==> config.mk <==
export PLATFORM = sky130hd
export DESIGN_NAME = solo_squash
export DESIGN_NICKNAME = d
export VERILOG_FILES = /design/src/rtl/solo_squash.sv
export SDC_FILE = /design/constraint.sdc
export NUM_CORES = 1
export LEC_CHECK = 0
export CORE_MARGIN = 10
export CORE_UTILIZATION = 25
export DETAILED_ROUTE_END_ITERATION = 10
export GPL_ROUTABILITY_DRIVEN = 0
export GPL_TIMING_DRIVEN = 1
export PLACE_DENSITY = 0.5
export SLEW_MARGIN = 20
export SYNTH_ARGS = -nofsm -noshare
export SYNTH_HDL_FRONTEND = slang
export SYNTH_SLANG_ARGS = --single-unit
==> constraint.sdc <==
create_clock -name clk -period 5.47 [get_ports clk]
set_input_delay 1.094 -clock clk [delete_from_list [all_inputs] [get_ports clk]]
set_output_delay 1.094 -clock clk [all_outputs]
set_load 0.02 [all_outputs]
==> src/rtl/solo_squash.sv <==
// rtl/solo_squash.sv - single-player squash game with direct 640x480 VGA output
//
// Optional feature macro: SOLO_SQUASH_SOUND_EN (bounce tone on the speaker pin).
// Without it the speaker is tied low and no tone counter exists.
//
// Ports:
//   clk      in   pixel clock, 25 MHz
//   rst_n    in   asynchronous active-low reset
//   ena      in   design enable, ignored
//   ui_in    in   [0]=pause [1]=new_game [2]=down [3]=up (active-high), [7:4] unused
//   uo_out   out  [0]=blue [1]=green [2]=red [3]=hsync [4]=vsync [5]=speaker [6]=col0 [7]=row0
//   uio_in   in   unused
//   uio_out  out  constant 0
//   uio_oe   out  constant 0
module solo_squash (
   input  logic       clk,
   input  logic       rst_n,
   input  logic       ena,
   input  logic [7:0] ui_in,
   output logic [7:0] uo_out,
   input  logic [7:0] uio_in,
   output logic [7:0] uio_out,
   output logic [7:0] uio_oe
);

   localparam logic [9:0] H_LAST       = 10'd799;
   localparam logic [9:0] V_LAST       = 10'd524;
   localparam logic [9:0] H_VIS        = 10'd640;
   localparam logic [9:0] V_VIS        = 10'd480;
   localparam logic [9:0] HS_FIRST     = 10'd656;
   localparam logic [9:0] HS_LAST      = 10'd751;
   localparam logic [9:0] VS_FIRST     = 10'd490;
   localparam logic [9:0] VS_LAST      = 10'd491;
   localparam logic [9:0] TICK_LINE    = 10'd480;
   localparam logic [9:0] WALL         = 10'd32;
   localparam logic [9:0] WALL_BOTTOM  = 10'd448;
   localparam logic [9:0] BALL_SIZE    = 10'd16;
   localparam logic [9:0] BALL_X0      = 10'd320;
   localparam logic [9:0] BALL_Y0      = 10'd240;
   localparam logic [9:0] BALL_STEP    = 10'd2;
   localparam logic [9:0] BALL_Y_MAX   = 10'd432;
   localparam logic [9:0] BALL_OUT_X   = 10'd640;
   localparam logic [9:0] PADDLE_HIT_X = 10'd584;
   localparam logic [9:0] PADDLE_X0    = 10'd600;
   localparam logic [9:0] PADDLE_X1    = 10'd615;
   localparam logic [9:0] PADDLE_H     = 10'd64;
   localparam logic [9:0] PADDLE_Y0    = 10'd208;
   localparam logic [9:0] PADDLE_MIN   = 10'd32;
   localparam logic [9:0] PADDLE_MAX   = 10'd384;
   localparam logic [9:0] PADDLE_STEP  = 10'd4;

   // Buttons are handled as active-low internally.
   logic pause_n, new_game_n, down_n, up_n;
   assign pause_n    = ~ui_in[0];
   assign new_game_n = ~ui_in[1];
   assign down_n     = ~ui_in[2];
   assign up_n       = ~ui_in[3];

   logic [9:0] hcount, vcount;
   logic [9:0] ball_x, ball_y, paddle_y;
   logic       dir_x, dir_y;          // 1 = moving towards larger coordinates
   logic       game_over;

   // Raster counters.
   always_ff @(posedge clk or negedge rst_n) begin
      if (!rst_n) begin
         hcount <= '0;
         vcount <= '0;
      end else if (hcount == H_LAST) begin
         hcount <= '0;
         vcount <= (vcount == V_LAST) ? 10'd0 : vcount + 10'd1;
      end else begin
         hcount <= hcount + 10'd1;
      end
   end

   logic tick, run_tick, ball_load;
   assign tick      = (hcount == 10'd0) && (vcount == TICK_LINE);
   assign run_tick  = tick && pause_n;
   // new_game still acts while paused, so the ball registers load on it too.
   assign ball_load = tick && (pause_n || !new_game_n);

   // Next ball state. Bounce tests use the pre-move position and the
   // step is taken in the post-bounce direction.
   logic [9:0] nx_ball_x, nx_ball_y;
   logic       nx_dir_x, nx_dir_y, nx_game_over, bounce, paddle_hit;

   assign paddle_hit = (ball_x == PADDLE_HIT_X) &&
                       ((ball_y + BALL_SIZE) > paddle_y) &&
                       (ball_y < (paddle_y + PADDLE_H));

   always_comb begin
      nx_ball_x    = ball_x;
      nx_ball_y    = ball_y;
      nx_dir_x     = dir_x;
      nx_dir_y     = dir_y;
      nx_game_over = game_over;
      bounce       = 1'b0;
      if (!new_game_n) begin
         nx_ball_x    = BALL_X0;
         nx_ball_y    = BALL_Y0;
         nx_dir_x     = 1'b1;
         nx_dir_y     = 1'b1;
         nx_game_over = 1'b0;
      end else if (!game_over) begin
         if (ball_x >= BALL_OUT_X) begin
            nx_game_over = 1'b1;
         end else begin
            if (ball_y <= WALL)       nx_dir_y = 1'b1;
            if (ball_y >= BALL_Y_MAX) nx_dir_y = 1'b0;
            if (ball_x <= WALL)       nx_dir_x = 1'b1;
            if (paddle_hit)           nx_dir_x = 1'b0;
            // A bounce is an actual change of direction on either axis.
            bounce    = (nx_dir_x != dir_x) || (nx_dir_y != dir_y);
            nx_ball_x = nx_dir_x ? ball_x + BALL_STEP : ball_x - BALL_STEP;
            nx_ball_y = nx_dir_y ? ball_y + BALL_STEP : ball_y - BALL_STEP;
         end
      end
   end

   // Next paddle position, clamped to the playfield; both buttons cancel.
   logic [9:0] nx_paddle_y;
   always_comb begin
      nx_paddle_y = paddle_y;
      if (!up_n && down_n) begin
         nx_paddle_y = (paddle_y <= PADDLE_MIN + PADDLE_STEP) ? PADDLE_MIN
                                                              : paddle_y - PADDLE_STEP;
      end else if (up_n && !down_n) begin
         nx_paddle_y = (paddle_y >= PADDLE_MAX - PADDLE_STEP) ? PADDLE_MAX
                                                              : paddle_y + PADDLE_STEP;
      end
   end

   always_ff @(posedge clk or negedge rst_n) begin
      if (!rst_n) begin
         ball_x    <= BALL_X0;
         ball_y    <= BALL_Y0;
         dir_x     <= 1'b1;
         dir_y     <= 1'b1;
         game_over <= 1'b0;
         paddle_y  <= PADDLE_Y0;
      end else begin
         if (ball_load) begin
            ball_x    <= nx_ball_x;
            ball_y    <= nx_ball_y;
            dir_x     <= nx_dir_x;
            dir_y     <= nx_dir_y;
            game_over <= nx_game_over;
         end
         if (run_tick) begin
            paddle_y <= nx_paddle_y;
         end
      end
   end

   logic speaker;
`ifdef SOLO_SQUASH_SOUND_EN
   logic [3:0] tone_cnt;
   always_ff @(posedge clk or negedge rst_n) begin
      if (!rst_n) begin
         tone_cnt <= '0;
      end else if (run_tick) begin
         if (bounce)
            tone_cnt <= 4'd8;
         else if (tone_cnt != 4'd0)
            tone_cnt <= tone_cnt - 4'd1;
      end
   end
   // v[3] toggles every 8 lines: 25 MHz / 800 / 16 is roughly 1.95 kHz.
   assign speaker = vcount[3] && (tone_cnt != 4'd0);

   logic unused_inputs;
   assign unused_inputs = &{1'b0, ena, uio_in, ui_in[7:4]};
`else
   assign speaker = 1'b0;

   logic unused_inputs;
   assign unused_inputs = &{1'b0, ena, uio_in, ui_in[7:4], bounce};
`endif

   // Pixel generation, combinational from counters and state.
   logic visible, ball_px, paddle_px, wall_px;
   logic [2:0] rgb;   // {red, green, blue}

   assign visible   = (hcount < H_VIS) && (vcount < V_VIS);
   assign ball_px   = !game_over &&
                      (hcount >= ball_x) && (hcount < ball_x + BALL_SIZE) &&
                      (vcount >= ball_y) && (vcount < ball_y + BALL_SIZE);
   assign paddle_px = (hcount >= PADDLE_X0) && (hcount <= PADDLE_X1) &&
                      (vcount >= paddle_y) && (vcount < paddle_y + PADDLE_H);
   assign wall_px   = (vcount < WALL) || (vcount >= WALL_BOTTOM) || (hcount < WALL);

   always_comb begin
      rgb = 3'b000;
      if (visible) begin
         if (ball_px)
            rgb = 3'b110;
         else if (paddle_px)
            rgb = 3'b011;
         else if (wall_px)
            rgb = 3'b010;
      end
   end

   logic hsync, vsync, col0, row0;
   assign hsync = !((hcount >= HS_FIRST) && (hcount <= HS_LAST));
   assign vsync = !((vcount >= VS_FIRST) && (vcount <= VS_LAST));
   assign col0  = (hcount == 10'd0);
   assign row0  = (vcount == 10'd0);

   assign uo_out  = {row0, col0, speaker, vsync, hsync, rgb};
   assign uio_out = 8'h00;
   assign uio_oe  = 8'h00;

endmodule

==> impl_metrics.prom <==
# TYPE chip_impl_metric gauge
chip_impl_metric{name="port_buffers",unit=""} 12
chip_impl_metric{name="first_pass_grt_wire_length",unit="mm"} 20.86
chip_impl_info{name="rsz0062_at_grt",value="false"} 1
chip_impl_metric{name="drive_above_1_share",unit="%"} 6.838
chip_impl_info{name="timing.hold.worst.class",value="flop to flop"} 1
chip_impl_metric{name="grt_pass1_vias",unit=""} 3999
chip_impl_metric{name="core_region_area",unit="um2"} 19460
chip_impl_info{name="cp-end-kind",value="output port"} 1
chip_impl_metric{name="hold_path_depth",unit=""} 1
chip_impl_metric{name="maximum_number_of_pins_on_one_net_before_global_route_repair",unit=""} 50
chip_impl_metric{name="drt_iter0_markers",unit=""} 200
chip_impl_metric{name="slew_headroom",unit="%"} 49.78
chip_impl_metric{name="grt_antenna_before_repair",unit=""} 0
chip_impl_metric{name="design.portCount",unit=""} 43
chip_impl_metric{name="die-area",unit="um2"} 25790
chip_impl_metric{name="synth.ff_latch_count",unit=""} 49
chip_impl_metric{name="arrival",unit="ps"} 3760
chip_impl_metric{name="floorplan.die.width",unit="um"} 160.6
chip_impl_metric{name="nets",unit=""} 692
chip_impl_metric{name="detailedRoute.firstPassIterationCount",unit=""} 4
chip_impl_metric{name="async_reset_ff_share",unit="%"} 100.0
chip_impl_info{name="cts.root.buffer_cell",value="clkbuf_16"} 1
chip_impl_metric{name="vdd.ir_drop.worst",unit="mV"} 0.1555
chip_impl_info{name="run_status",value="finished, final reports clean"} 1
chip_impl_metric{name="grt_util_all_layers",unit="%"} 9.561
chip_impl_metric{name="grt.met2_usage",unit="%"} 14.87
chip_impl_info{name="startpoint_type",value="flop"} 1
chip_impl_metric{name="period_share",unit="%"} 88.75
chip_impl_metric{name="max_clock_skew",unit="ps"} 12.04
chip_impl_metric{name="grt_remaining_overflow",unit=""} 0
chip_impl_metric{name="clkTransAtPathRegs",unit="ps"} 80
chip_impl_info{name="crit_type",value="flop to output port"} 1
chip_impl_metric{name="finalCriticalPeriod",unit="ps"} 4855
chip_impl_metric{name="timing.setup.tns",unit="ps"} 0
chip_impl_metric{name="syn_area",unit="um2"} 4942
chip_impl_metric{name="cap_viol_max_count",unit=""} 0
chip_impl_metric{name="max_clock_freq",unit="GHz"} 0.2060
chip_impl_metric{name="cts_resized",unit=""} 0
chip_impl_metric{name="chipHeight",unit="um"} 160.6
chip_impl_metric{name="worst-r2r-setup-slack",unit="ps"} 660
chip_impl_metric{name="worst-path-max-fanout",unit=""} 5
chip_impl_metric{name="synth_area_per_cell",unit="um2"} 8.610
chip_impl_metric{name="route.vias.total",unit=""} 4029
chip_impl_info{name="crit_path_start",value="ball_x[6]"} 1
chip_impl_metric{name="timing_worst_slew_pin_value",unit="ps"} 750.9
chip_impl_metric{name="grt_use_met3",unit="%"} 1.840
chip_impl_metric{name="vias_per_cell",unit=""} 4.740
chip_impl_metric{name="report.final.setup_viol",unit=""} 0
chip_impl_metric{name="post_cts.repair.setup_buffers",unit=""} 0
chip_impl_metric{name="synthToLayoutAreaGrowth",unit="%"} 10.05
chip_impl_metric{name="p_sw",unit="W"} 0.0002966
chip_impl_metric{name="grt_util_met1",unit="%"} 13.81
chip_impl_metric{name="internal_power",unit="W"} 0.0006753
chip_impl_info{name="cts_tree",value="built"} 1
chip_impl_metric{name="power.share.switching",unit="%"} 30.52
chip_impl_metric{name="drtAntennaViolNets",unit=""} 0
chip_impl_metric{name="yosys_warnings",unit=""} 0
chip_impl_metric{name="post-dp-hpwl",unit="mm"} 9.425
chip_impl_metric{name="power_frac_seq",unit="%"} 40.2
chip_impl_info{name="ys_dominant_reg_cell",value="dfrtp_1"} 1
chip_impl_metric{name="clock_path_buffers",unit=""} 2
chip_impl_metric{name="number_of_unique_standard_cell_types_used_by_synthesis",unit=""} 71
chip_impl_metric{name="post_syn_instances",unit=""} 574
chip_impl_metric{name="htree_levels",unit=""} 2
chip_impl_metric{name="pwr_density_cell",unit="nW/um2"} 178.7
chip_impl_metric{name="initial_utilization",unit="%"} 25.39
chip_impl_metric{name="synth_sequential_area_ratio",unit="%"} 25.09
chip_impl_info{name="regToRegEndpoint",value="ball_x[9]"} 1
chip_impl_metric{name="power_leakage",unit="nW"} 2.430
chip_impl_metric{name="cts-hold-fix-buffers",unit=""} 0
chip_impl_metric{name="placed_cells",unit=""} 842
chip_impl_metric{name="numClockSinks",unit=""} 49
chip_impl_info{name="worst_hold_path.endpoint",value="hcount[0]"} 1
chip_impl_metric{name="clock_power_share",unit="%"} 38.3
chip_impl_metric{name="layout.cells.non_filler",unit=""} 850
chip_impl_metric{name="drt_wl_total",unit="mm"} 12.18
chip_impl_info{name="timing.hold.worst.start",value="hcount[0]"} 1
chip_impl_metric{name="finalHoldViolCount",unit=""} 0
chip_impl_metric{name="combPwrFrac",unit="%"} 21.5
chip_impl_metric{name="placementRows",unit=""} 51
chip_impl_metric{name="worst_skew_pair.late_latency",unit="ps"} 300
chip_impl_metric{name="timing.reg2reg.worst_path_depth",unit=""} 18
chip_impl_metric{name="cp_data_required_time",unit="ps"} 4380
chip_impl_info{name="gr-max-usage-layer",value="met2"} 1
chip_impl_metric{name="remaining_drcs",unit=""} 0
chip_impl_info{name="r2r_start",value="ball_y[4]"} 1
chip_impl_metric{name="wire_per_inst",unit="um"} 14.33
chip_impl_metric{name="antenna_cells_inserted",unit=""} 0
chip_impl_metric{name="timing.final.max_slew_violations",unit=""} 0
chip_impl_metric{name="cts-buffers-inserted",unit=""} 5
chip_impl_metric{name="synth_enable_flop_cells",unit=""} 0
## registers in the layout (all words and copies together), names as in the netlist
name and cells:
dir_y 1, game_over 1, ball_x 9, ball_y 9, hcount 10, paddle_y 8
vcount 10, dir_x 1
## worst max-delay path by stage
stage / end / slack, ps / cells past startpoint
global placement: ball_x[9] / 720 / 18
CTS: uo_out[1] / 570 / 12
finish: uo_out[1] / 620 / 12
floorplan: ball_x[9] / 1260 / 18
global route: ball_x[9] / 270 / 18
detailed placement: ball_x[9] / 680 / 18
## synth_stat cells, types with 7 or more instances
library cell	n	area share (%)
ha_1	87	22
inv_1	51	3.9
o21ai_0	45	4.6
nor2_1	41	3.1
dfrtp_1	38	19
nand2_1	36	2.7
a21oi_1	34	3.4
xnor2_1	25	4.4
buf_4	21	3.2
nand3_1	20	2.0
nor3_1	19	1.9
dfstp_2	11	5.8
nand4_1	8	1.0
nor2b_1	8	1.0
xor2_1	8	1.4
or3_1	7	0.89
## routing by layer
metal / wire [um] / vias to the layer above
met5: 0 / -
met4: 31 / 0
met3: 463 / 4
met2: 5373 / 62
met1: 6314 / 1894
li1: - / 2069
## placed cells by master (no fill, tap or decap), types with 3 or more instances in the layout
cell	count
o211ai_1	4
a31oi_1	4
or4_1	5
buf_4	4
nor4_1	3
nor2b_1	8
nand2_1	36
o21a_1	3
a21oi_1	34
or3_1	7
nand3_1	20
nand2b_1	6
and3_1	5
inv_1	51
nor2_1	41
nor3_1	19
ha_1	87
clkdlybuf4s50_1	11
xnor2_1	25
o21ai_0	45
nand4_1	8
a211oi_1	6
dfrtp_1	38
dfstp_2	11
a2111oi_0	3
or2_2	3
clkbuf_16	5
conb_1	17
o31ai_1	3
xor2_1	8
o41ai_1	5
a22oi_1	4
a21o_1	6
## critical path, stage by stage, from the launching register on
cell and delay [ps]:
dfstp_2 590, inv_1 120, nor3_1 330, nand3_1 140
xnor2_1 150, ha_1 310, a221oi_1 270, nand3_1 110
a211oi_1 230, o2111ai_1 160, a31oi_1 270, o41a_1 190
clkdlybuf4s50_1 600
## power by group through the flow
stage                     clock network, W  logic (W)  registers (W)
final                             0.000372   0.000209       0.000391
after global routing              0.000397   0.000244       0.000393
after CTS                         0.000380   0.000210       0.000391
after detailed placement                 0   0.000209       0.000398
after global placement                   0   0.000209       0.000398
after floorplan                          0   0.000169       0.000392
## kinds of logic after synthesis
logic type / Yosys count / synth area share [%]
adder cells (fa/ha/maj): 89 / 22.84
AND/OR/NAND/NOR: 175 / 18.20
flip-flops: 49 / 25.09
buffers and inverters: 80 / 8.202
other: 1 / 0.07588
multiplexers: 2 / 0.4304
AO/OA/AOI/OAI: 145 / 19.32
XOR/XNOR: 33 / 5.848
## through the flow
stage | hold slack [ps] | instance area [um2] | utilization [%] | setup WS [ps] | total power (W)
2_1_floorplan | 453.6 | 5002 | - | 1260 | 0.0005605
3_3_place_gp | 480.6 | 5265 | 27.05 | 715.1 | 0.0006066
3_5_place_dp | 484.8 | 5265 | 27.05 | 681.5 | 0.0006065
4_1_cts | 493.8 | 5433 | 27.91 | 567.1 | 0.0009810
5_1_grt | 533.5 | 5439 | 27.95 | 268.9 | 0.001034
6_report | 488.8 | 5439 | 27.95 | 615.4 | 0.0009719
## cell type report
class,count,area [um2]
Clock buffer,6,128.9
Sequential cell,49,1240
Multi-Input combinational cell,461,3363
Inverter,51,191.4
Clock inverter,2,38.79
Tap cell,265,331.6
Fill cell,2107,14020
Timing Repair Buffer,16,145.1
Power figures use the tool's default switching activity.
==> RTL change 1 (same flow settings) <==
Put a register stage on the output `uo_out`, with the module's reset. The value now appears one clock later. The other outputs are not delayed to match.
--- a/src/rtl/solo_squash.sv
+++ b/src/rtl/solo_squash.sv
@@ -209,5 +209,11 @@
    assign row0  = (vcount == 10'd0);
 
-   assign uo_out  = {row0, col0, speaker, vsync, hsync, rgb};
+   always_ff @(posedge clk or negedge rst_n) begin
+      if (!rst_n) begin
+         uo_out <= '0;
+      end else begin
+         uo_out <= {row0, col0, speaker, vsync, hsync, rgb};
+      end
+   end
    assign uio_out = 8'h00;
    assign uio_oe  = 8'h00;
Function: changed (a bounded check fails within 4 cycles, from zero or initial values and one cycle with rst_n low).
==> RTL change 1 against the original RTL <==
- routed wire length decreased by 0.76%
- setup slack better by 0.053 ns
- design area is 1.9% higher
- synthesized cell count up 0.52%
- count of clock-buffer cells in the layout rose by 1
- synthesized area increased by 2.1%
- global-route usage down 0.33 points
- hold slack gained 0.0014 ns
- sequential cell count is 7 higher
- die area increased by 1.9%
- power is 0.61% higher
==> RTL change 1: results (changes against the original RTL) <==
layout:
  drive_above_1_share_pct: 5.08  # was 6.84%
  fillCellCount: 2170  # was 2107
  reg_top3: "hcount x10, vcount x10"  # unchanged
  antenna_cells: 0  # unchanged
  instances_no_fill: 855  # was 850
  num-nets-final: 697  # was 692
timing:
  finalSetupTns_ns: 0  # unchanged
  finClkSkew_ns: 0.0120  # about the same
  slew_headroom_pct: 31.3  # was 49.8%
yosys:
  synth_compound_area_share_pct: 18.3  # was 19.3%
  synthTopCellsByArea: "dfrtp_1 22%, ha_1 22%, dfstp_2 5.7%, o21ai_0 5.0%, xnor2_1 4.2%"  # was ha_1 22%, dfrtp_1 19%, dfstp_2 5.8%, o21ai_0 4.6%, xnor2_1 4.4%
  seq_area_frac_synth_pct: 28.0  # was 25.1%
  netlist_instances: 577  # was 574
  synth_mux_area_share_pct: 0.198  # was 0.430%
  synth_xor_area_share_pct: 5.73  # was 5.85%
  yosysUniqueCellTypes: 60  # was 71
  synthAdderAreaFrac_pct: 22.4  # was 22.8%
  synth_commonest_cells: "87 x ha_1, 50 x inv_1, 50 x o21ai_0"  # was 87 x ha_1, 51 x inv_1, 45 x o21ai_0
clock_network:
  ctsResizeCount: 0  # unchanged
  clkLatencyLatePin_ns: 0.30  # about the same
  cts_buffer_depth: 2  # unchanged
  clk_pin_slew_ns: 0.08  # about the same
  cts_root_buffer: "clkbuf_16"  # unchanged
  cts_max_level: 2  # unchanged
  numCtsBuffers: 5  # unchanged
  post_cts_buffers: 0  # unchanged
detailed_routing:
  wl_mm: 12.1  # was 12.2 mm
  first_pass_iters: 4  # unchanged
  vias_per_cell: 4.71  # was 4.74
  drt_iter0_drc: 221  # was 200
global_route:
  grt_max_degree: 32  # was 50
  first_global_vias: 3858  # was 3999
  antenna_found_initial: 0  # unchanged
  grt_use_total_pct: 9.23  # was 9.56%
  met2_usage_pct: 14.2  # was 14.9%
  groute.layer.met3.usage_pct: 1.52  # was 1.84%
  grt_pass1_wl_mm: 20.3  # was 20.9 mm
  grt_use_met1_pct: 13.4  # was 13.8%
setup_path:
  path_delay_family: "compound AO/OA/AOI/OAI gates"  # unchanged
  cpMaxStageDelayCell: "dfstp_2"  # was clkdlybuf4s50_1
  crit_arrival_ns: 4.99  # was 3.76 ns
  slowest_delay_ns: 0.68  # was 0.60 ns
  crit_fanout: 9  # was 5
placed_design:
  dpl.cell_count: 847  # was 842
  place_ws_ns: 0.670  # was 0.681 ns
  post-dp-hpwl_mm: 9.52  # was 9.42 mm
  placed_area_mm2: 0.00540  # was 0.00527 mm2
  io_buffers: 12  # unchanged
hold_path:
  hold_path.class: "reg2reg"  # unchanged
power_and_ir_drop:
  max-vdd-ir-drop_uv: 84.5  # was 155 uV
  power_leakage_uw: 0.00252  # was 0.00243 uW
status:
  status: "completed"  # unchanged
==> RTL change 1: worst register-to-register path, cell delays in order (launching register included) <==
cell and delay [ns]:
dfstp_2 0.68, inv_1 0.16, ha_1 0.31, inv_1 0.11
ha_1 0.25, a21o_1 0.16, a21o_1 0.17, a2111oi_0 0.47
nand3_1 0.19, nand2_1 0.27, ha_1 0.33, a21o_1 0.19
a21oi_1 0.12, o21ai_0 0.15, o31ai_1 0.41, a21boi_0 0.25
o31ai_1 0.09, a221o_1 0.37
==> RTL change 1: worst paths after layout <==
path                              from  depth (start not counted)        end  slack, ns
hold / removal               hcount[0]                          1  hcount[0]       0.49
setup / recovery           paddle_y[6]                         17  ball_x[9]       0.67
min in group asynchronous        rst_n                          1  vcount[2]       0.78
setup reg to reg           paddle_y[6]                         17  ball_x[9]       0.67
max in group asynchronous        rst_n                          2  ball_y[5]       3.79
hold reg to reg              hcount[0]                          1  hcount[0]       0.49
==> RTL change 1: cell type report <==
type / count / area (um2) / share of cell area (%)
Multi-Input combinational cell: 460 / 3320 / 59.9
Clock inverter: 1 / 8.76 / 0.158
Timing Repair Buffer: 16 / 145 / 2.62
Sequential cell: 56 / 1420 / 25.5
Inverter: 50 / 188 / 3.39
Tap cell: 265 / 332 / 5.98
Clock buffer: 7 / 133 / 2.39
==> RTL change 1: routing by layer <==
metal	vias to the layer above	wire, um
met4	0	26
li1	2079	-
met1	1895	6360
met3	2	321
met5	-	0
met2	55	5380
==> RTL change 1: kinds of logic after synthesis <==
logic type,after synthesis
compound gates,147
xor+xnor,33
fa+ha+maj,89
buf+inv,77
flops,56
mux,1
other cells,1
simple gates,173
==> RTL change 1: power by group <==
part           switching [uW]  leakage (uW)  internal, uW
registers                17.0      0.000679           427
logic                     123       0.00177          82.1
clock network             156     0.0000685           173
total                     296       0.00252           681
==> RTL change 2 (same settings) <==
Made on the original files. Build with the macro `SOLO_SQUASH_SOUND_EN` defined.
--- a/src/rtl/solo_squash.sv
+++ b/src/rtl/solo_squash.sv
@@ -13,4 +13,6 @@
 //   uio_out  out  constant 0
 //   uio_oe   out  constant 0
+`define SOLO_SQUASH_SOUND_EN
+
 module solo_squash (
    input  logic       clk,
Function: no difference found for any inputs over 10 cycles, from zero or initial values and one cycle with rst_n low; that may be too few to reach the edited logic, so the function may still have changed.
==> RTL change 2 against the original RTL <==
- synthesized area rose by 3.2%
- synthesized cell count rose by 1.0%
- design area rose by 2.5%
- setup slack improved by 0.082 ns
- maximum frequency rose by 1.7%
- sequential cell count rose by 4
- die area rose by 2.8%
- first-iteration DRC count fell by 6.0%
- routed wire length rose by 5.9%
Power is not compared: it rests on default switching activity, and its combinational part moved more than twofold at a synthesized area within 25%.
==> RTL change 2: results (changes against the original RTL) <==
power_and_ir_drop:
  max-vdd-ir-drop_uv: 81.7
  power_leakage_uw: 0.00247
  swShare_pct: 26.7
timing:
  finClkSkew_ns: 0.0106  # was 0.0120 ns
  worst_pin_slew_ns: 0.971  # was 0.751 ns
  finalCritPeriodShare_pct: 87.3  # was 88.7%
clock_network:
  post_cts_buffers: 0  # unchanged
  clk_pin_slew_ns: 0.08  # about the same
global_route:
  first_global_vias: 4099  # was 3999
  grt_max_degree: 54  # was 50
  grt_use_total_pct: 9.89  # was 9.56%
  grt_pass1_wl_mm: 21.8  # was 20.9 mm
yosys:
  seq_area_frac_synth_pct: 26.3  # was 25.1%
  synth_commonest_cells: "88 x ha_1, 49 x inv_1, 42 x dfrtp_1"  # was 87 x ha_1, 51 x inv_1, 45 x o21ai_0
  synthArstFlopShare_pct: 100  # unchanged
  netlist_instances: 580  # was 574
  yosysUniqueCellTypes: 70  # was 71
  synthTopCellsByArea: "ha_1 22%, dfrtp_1 21%, dfstp_2 5.7%, xnor2_1 4.1%, o21ai_0 3.7%"  # was ha_1 22%, dfrtp_1 19%, dfstp_2 5.8%, o21ai_0 4.6%, xnor2_1 4.4%
  yosys_most_used_dff: "dfrtp_1"  # unchanged
status:
  status: "completed"  # unchanged
setup_path:
  rr_worst_depth: 17  # was 18
  path_delay_family: "simple AND/OR/NAND/NOR gates"  # was compound AO/OA/AOI/OAI gates
  slowest_delay_ns: 0.60  # about the same
  crit_fanout: 6  # was 5
  cpMaxStageDelayCell: "dfstp_2"  # was clkdlybuf4s50_1
  startpoint: "ball_x[6]"  # unchanged
  crit_arrival_ns: 3.68  # was 3.76 ns
  crit_end: "uo_out[1]"  # unchanged
  reg2reg_slack_ns: 1.01  # was 0.66 ns
  rr_startpoint: "ball_y[6]"  # was ball_y[4]
placed_design:
  post-dp-hpwl_mm: 9.86  # was 9.42 mm
  dpl.cell_count: 851  # was 842
  place_ws_ns: 0.979  # was 0.681 ns
  io_buffers: 13  # was 12
layout:
  antenna_cells: 0  # unchanged
  num-nets-final: 697  # was 692
  fillCellCount: 2217  # was 2107
  drive_above_1_share_pct: 5.26  # was 6.84%
detailed_routing:
  drt_iter0_drc: 188  # was 200
  first_pass_iters: 5  # was 4
  vias_per_cell: 4.76  # was 4.74
  wl_per_cell_um: 15.0  # was 14.3 um
  wl_mm: 12.9  # was 12.2 mm
hold_path:
  hold_path.class: "reg2reg"  # unchanged
## RTL change 2: metal layers
layer / wire (um) / vias to the layer above / part of all wire (%) / GRT usage, %
li1: - / 2097 / - / -
met1: 6440 / 1942 / 50 / 13.6
met2: 6020 / 44 / 47 / 16.1
met3: 334 / 9 / 2.6 / 1.57
met4: 111 / 0 / 0.86 / 1.80
met5: 0 / - / 0 / 0
## RTL change 2: metrics by stage
| stage | utilization [%] | instance area [um2] |
|---|---|---|
| after global placement | 27.0 | 5440 |
| final | 27.6 | 5580 |
| after global routing | 27.6 | 5580 |
| after floorplan | - | 5160 |
| after detailed placement | 27.0 | 5440 |
| after CTS | 27.6 | 5580 |
## RTL change 2: area by class of cell
class	count	area share [%]
well taps	270	6.06
repair buffers	15	2.51
clock inverters	2	0.179
inverters	49	3.30
flip-flops and latches	53	24.0
multi-input cells	464	61.6
clock buffers	6	2.31
## RTL change 2: worst min-delay path by stage
stage / slack (ns) / cells after the start / endpoint / from
after floorplan: 0.47 / 1 / hcount[0] / hcount[0]
after global placement: 0.50 / 2 / paddle_y[4] / paddle_y[4]
after detailed placement: 0.51 / 2 / paddle_y[4] / paddle_y[4]
after CTS: 0.52 / 2 / paddle_y[4] / paddle_y[4]
after global routing: 0.52 / 2 / paddle_y[4] / paddle_y[4]
final: 0.51 / 1 / hcount[0] / hcount[0]
## RTL change 2: cells by family (layout without fill, tap and decap cells)
group | Yosys count | in the layout | share of synthesized area [%]
DFF | 53 | 53 | 26.3
muxes | 2 | 2 | 0.417
adders and majority gates | 90 | 90 | 22.4
AOI/OAI and AO/OA | 149 | 149 | 19.2
xor gates and xnor gates | 36 | 36 | 6.18
buffers and inverters | 78 | 72 | 7.50
other | 1 | 16 | 0.0735
and+or+nand+nor | 171 | 171 | 18.0
## RTL change 2: power groups by stage
stage | registers, uW | clock network [uW] | logic [uW]
global placement | 412 | 0 | 84.2
finish | 404 | 324 | 83.7
floorplan | 410 | 0 | 66.3
detailed placement | 412 | 0 | 84.1
CTS | 404 | 338 | 84.2
global route | 405 | 346 | 96.8
